==> config.mk <==
export PLATFORM = sky130hd
export DESIGN_NAME = spinet_spi_port
export DESIGN_NICKNAME = d
export VERILOG_FILES = /design/src/rtl/spinet_spi_port.sv
export SDC_FILE = /design/constraint.sdc
export NUM_CORES = 1
export LEC_CHECK = 0
export CORE_ASPECT_RATIO = 0.9
export CORE_MARGIN = 5
export CORE_UTILIZATION = 58
export DETAILED_ROUTE_END_ITERATION = 8
export PLACE_DENSITY = 0.83
export SLEW_MARGIN = 20
export SYNTH_ARGS = -nofsm -noshare
export SYNTH_HDL_FRONTEND = slang
export SYNTH_SLANG_ARGS = --single-unit
==> constraint.sdc <==
create_clock -name clk -period 3.35 [get_ports clk]
set_clock_uncertainty 0.2 [all_clocks]
set_input_delay 0.67 -clock clk [delete_from_list [all_inputs] [get_ports clk]]
set_output_delay 0.67 -clock clk [all_outputs]
set_load 0.01 [all_outputs]
==> src/rtl/spinet_spi_port.sv <==
// SPI slave endpoint for a spinet ring node: a host injects WIDTH-bit packets over SPI
// and reads back the packets the ring delivered, one buffered packet in each direction.
module spinet_spi_port #(
  parameter int WIDTH       = 16,
  parameter int SYNC_STAGES = 2
) (
  input  logic             clk,
  input  logic             reset,
  input  logic             spi_sck,
  input  logic             spi_ss,
  input  logic             spi_mosi,
  output logic             spi_miso,
  output logic             txrdy,
  output logic             rxrdy,
  output logic [WIDTH-1:0] out_data,
  output logic             out_valid,
  input  logic             out_ready,
  input  logic [WIDTH-1:0] in_data,
  input  logic             in_valid,
  output logic             in_ready,
  output logic             overflow
);

  localparam int CW = $clog2(WIDTH + 2);
  localparam logic [CW-1:0] CNT_FULL = CW'(WIDTH);
  localparam logic [CW-1:0] CNT_SAT  = CW'(WIDTH + 1);

  typedef enum logic [1:0] {
    S_IDLE,
    S_ACTIVE,
    S_WAIT_SS_HIGH
  } state_t;

  logic [SYNC_STAGES-1:0] r_sck_sync;
  logic [SYNC_STAGES-1:0] r_ss_sync;
  logic [SYNC_STAGES-1:0] r_mosi_sync;
  logic                   r_sck_d;
  logic                   r_ss_d;

  logic                   w_sck;
  logic                   w_ss;
  logic                   w_mosi;
  logic                   w_sck_rise;
  logic                   w_sck_fall;

  state_t                 r_state;
  logic [CW-1:0]          r_cnt;
  logic [WIDTH-1:0]       r_rx;
  logic [WIDTH-1:0]       r_tx;
  logic                   r_loaded;
  logic                   r_miso;
  logic [WIDTH-1:0]       r_out_data;
  logic                   r_out_valid;
  logic [WIDTH-1:0]       r_in_buf;
  logic                   r_in_full;
  logic                   r_overflow;

  // Synchronizers run through reset so the FSM can see the live ss level while reset is held.
  always_ff @(posedge clk) begin
    r_sck_sync  <= {r_sck_sync[SYNC_STAGES-2:0], spi_sck};
    r_ss_sync   <= {r_ss_sync[SYNC_STAGES-2:0], spi_ss};
    r_mosi_sync <= {r_mosi_sync[SYNC_STAGES-2:0], spi_mosi};
    r_sck_d     <= r_sck_sync[SYNC_STAGES-1];
    r_ss_d      <= r_ss_sync[SYNC_STAGES-1];
  end

  assign w_sck      = r_sck_sync[SYNC_STAGES-1];
  assign w_ss       = r_ss_sync[SYNC_STAGES-1];
  assign w_mosi     = r_mosi_sync[SYNC_STAGES-1];
  assign w_sck_rise = w_sck & ~r_sck_d;
  assign w_sck_fall = ~w_sck & r_sck_d;

  always_ff @(posedge clk) begin
    if (reset) begin
      r_state     <= w_ss ? S_IDLE : S_WAIT_SS_HIGH;
      r_cnt       <= '0;
      r_rx        <= '0;
      r_tx        <= '0;
      r_loaded    <= 1'b0;
      r_miso      <= 1'b0;
      r_out_data  <= '0;
      r_out_valid <= 1'b0;
      r_in_buf    <= '0;
      r_in_full   <= 1'b0;
      r_overflow  <= 1'b0;
    end else begin
      r_overflow <= 1'b0;

      // Ring-side handshakes; a host write later in this block overrides the drain.
      if (r_out_valid && out_ready)
        r_out_valid <= 1'b0;
      if (in_valid && !r_in_full) begin
        r_in_buf  <= in_data;
        r_in_full <= 1'b1;
      end

      case (r_state)
        S_IDLE: begin
          r_miso <= 1'b0;
          if (!w_ss) begin
            r_state <= S_ACTIVE;
            r_cnt   <= '0;
            if (r_in_full) begin
              r_tx     <= r_in_buf;
              r_loaded <= 1'b1;
              r_miso   <= r_in_buf[WIDTH-1];
            end else begin
              r_tx     <= '0;
              r_loaded <= 1'b0;
            end
          end
        end

        S_ACTIVE: begin
          if (w_ss) begin
            r_state <= S_IDLE;
            r_miso  <= 1'b0;
            // Only an exact-length transaction commits; anything else is an abort.
            if (r_cnt == CNT_FULL) begin
              if (r_loaded)
                r_in_full <= 1'b0;
              if (r_rx[WIDTH-1]) begin
                if (!r_out_valid || out_ready) begin
                  r_out_data  <= r_rx;
                  r_out_valid <= 1'b1;
                end else begin
                  r_overflow <= 1'b1;
                end
              end
            end
          end else begin
            if (w_sck_rise) begin
              r_rx <= {r_rx[WIDTH-2:0], w_mosi};
              if (r_cnt != CNT_SAT)
                r_cnt <= r_cnt + 1'b1;
            end
            if (w_sck_fall) begin
              r_tx   <= {r_tx[WIDTH-2:0], 1'b0};
              r_miso <= r_tx[WIDTH-2];
            end
          end
        end

        S_WAIT_SS_HIGH: begin
          r_miso <= 1'b0;
          if (w_ss)
            r_state <= S_IDLE;
        end

        default: begin
          r_state <= S_IDLE;
          r_miso  <= 1'b0;
        end
      endcase
    end
  end

  assign spi_miso  = r_miso;
  assign out_data  = r_out_data;
  assign out_valid = r_out_valid;
  assign overflow  = r_overflow;
  assign txrdy     = ~r_out_valid;
  assign rxrdy     = r_in_full;
  assign in_ready  = ~r_in_full;

endmodule

==> reports/results.txt <==
outcome: finished, final reports clean
cts bufs inserted: 9
Design Power: 2.31 mW
Slew headroom: 0.517
Warnings, synthesis: 0
gr ovfl total: 0
Synth top area share: 0.471
dominant synthesized flop cell: dfxtp_1
Bufs and invs on worst path: 1
Pins Over Slew Limit: 0
max_cap viols: 0
Syn Inst Count: 377
final setup vio count: 0
GP Congestion: 0.729
Worst EP arrival: 1450 ps
DRT Pass-1 Iters: 4
# diodes: 0
placed inst area: 3790 um2
asr flop ratio synth: 0
clk sink count: 82
synthesized area: 3400 um2
Vias: 2723
critical path type: reg2out
antenna violations before repair: 0
Avg Inst Size Synth: 9.01 um2
Post-synth EDFFs: 2
Worst-path clk slew: 80 ps
largest area contributor in the synthesized netlist: dfxtp_1
maximum vdd drop: 0.522 mV
Worst-Margin Slew: 723 ps
Initial Util: 0.597
final WL: 6710 um
DRC: 0
Antenna Nets Post-Route: 0
vias in the first global route: 2520
register bit total from synthesis: 82
top-count cell post-synth: nand2_1
H-tree levels: 3
CP endpoint kind: primary output
first-pass GRT wire length: 11200 um
share of cells above drive strength 1: 0.0850
fin crit period: 2320 ps
1st-iter DRT viols: 139
worst setup margin: 1030 ps
Post-synth top cells: 125 x nand2_1, 80 x dfxtp_1, 34 x a21oi_1
Global Route Usage Sum: 0.185
die area: 7490 um2
CP Depth: 1
post-synthesis sequential area ratio: 0.489
die width: 90.7 um
clock latency on the worst-skew pair: 350 ps
WHS: 131 ps
Reg2Reg Depth: 7
RSZ-0062 raised after global routing: no
Final Core Density: 0.711
synth unique cells: 40
I/O pin count: 45
WL per Instance: 13.9 um
Max stage delay on crit path: 600 ps
FMAX: 431 MHz
nets: 435
Max clock buf depth: 2
post-cts resize count: 0
syn_nets: 405
Fillers: 429
placed wire-length estimate: 4410 um
period utilization: 0.692
Hold Crit Class: reg2reg
largest net degree at the start of global routing: 47
vias per inst: 5.65
critical path, cell by cell: clkdlybuf4s50_1
Rows: 26
Hold Path Depth: 0
critical path required time: 2480 ps
CORE AREA: 5690 um2
Leak Pwr: 1.40 nW
Die H: 82.6 um
hold_buf cts: 0
dpl cells: 466
Final Non-Filler Cells: 482
post-CTS setup buffer count: 0
CP max-delay cell: clkdlybuf4s50_1
setup TNS: 0 ps
delay-heaviest family, CP: buffers and inverters
CP Max Fanout: 7
Layout area overhead: 19.1%
Final Cell Area: 4050 um2
I/O Buffers: 44
Root Driver: clkbuf_8
P per Cell Area: 572 nW/um2
synth top area cells: dfxtp_1 47%, nand2_1 14%, mux2i_1 5.3%
pre-CTS setup slack: 948 ps
CTS tree: done
final hold viol count: 0
CP Launch Type: flop
[cells by family (layout without fill, tap and decap cells)]
logic type / after synthesis / after routing / synth area share
AOI/OAI and AO/OA: 75 / 75 / 0.164
buffers and inverters: 42 / 77 / 0.0663
adders and majority gates: 5 / 5 / 0.0184
muxes: 19 / 19 / 0.0564
DFF: 82 / 82 / 0.489
and+or+nand+nor: 154 / 154 / 0.206
[final cells by class]
class	instances	area, um2	area share
timing repair buffer	52	500	0.124
inverter	9	33.8	0.00835
sequential	82	1660	0.411
tap	70	87.6	0.0217
clock inverter	6	114	0.0281
clock buffer	10	138	0.0340
multi-input combinational	253	1510	0.373
[placed cells by master (no fill, tap or decap), drive strengths merged, types with 3 or more instances in the layout]
master         instances
o221ai                14
ha                     5
nand4bb                3
nand3                  7
bufinv                 3
clkbuf                10
buf                    8
inv                    9
dfxtp                 80
a21oi                 34
mux2i                 18
nor2b                  4
o311a                 14
clkdlybuf4s50         44
nand2                125
[report_power, final]
part / total [mW] / internal (mW) / switching [mW] / leakage (nW)
registers: 1.09 / 1.05 / 0.0418 / 0.674
clock network: 0.860 / 0.516 / 0.344 / 0.119
logic: 0.362 / 0.163 / 0.199 / 0.606
[sequential cells by signal (all words and copies together), names as in the netlist, 2 cells and up]
register     count
out_data        16
r_in_buf        16
r_rx            16
r_tx            15
r_cnt            5
r_mosi_sync      2
r_sck_sync       2
r_ss_sync        2
r_state          2
[metal layers]
| metal | up-vias | global-route usage | wire length, um |
|---|---|---|---|
| met4 | 0 | 0.0625 | 76 |
| met5 | - | 0 | 0 |
| li1 | 1365 | - | - |
| met2 | 63 | 0.332 | 3390 |
| met3 | 7 | 0.0607 | 355 |
| met1 | 1288 | 0.209 | 2890 |
[worst paths after layout]
path / endpoint / startpoint / slack (ps)
worst max-delay path: rxrdy / rxrdy / 1030
worst min-delay path: r_mosi_sync[1] / r_mosi_sync[0] / 130
worst max register to register: r_tx[8] / r_state[1] / 1040
worst min register to register: r_mosi_sync[1] / r_mosi_sync[0] / 130
Power figures use the tool's default switching activity.
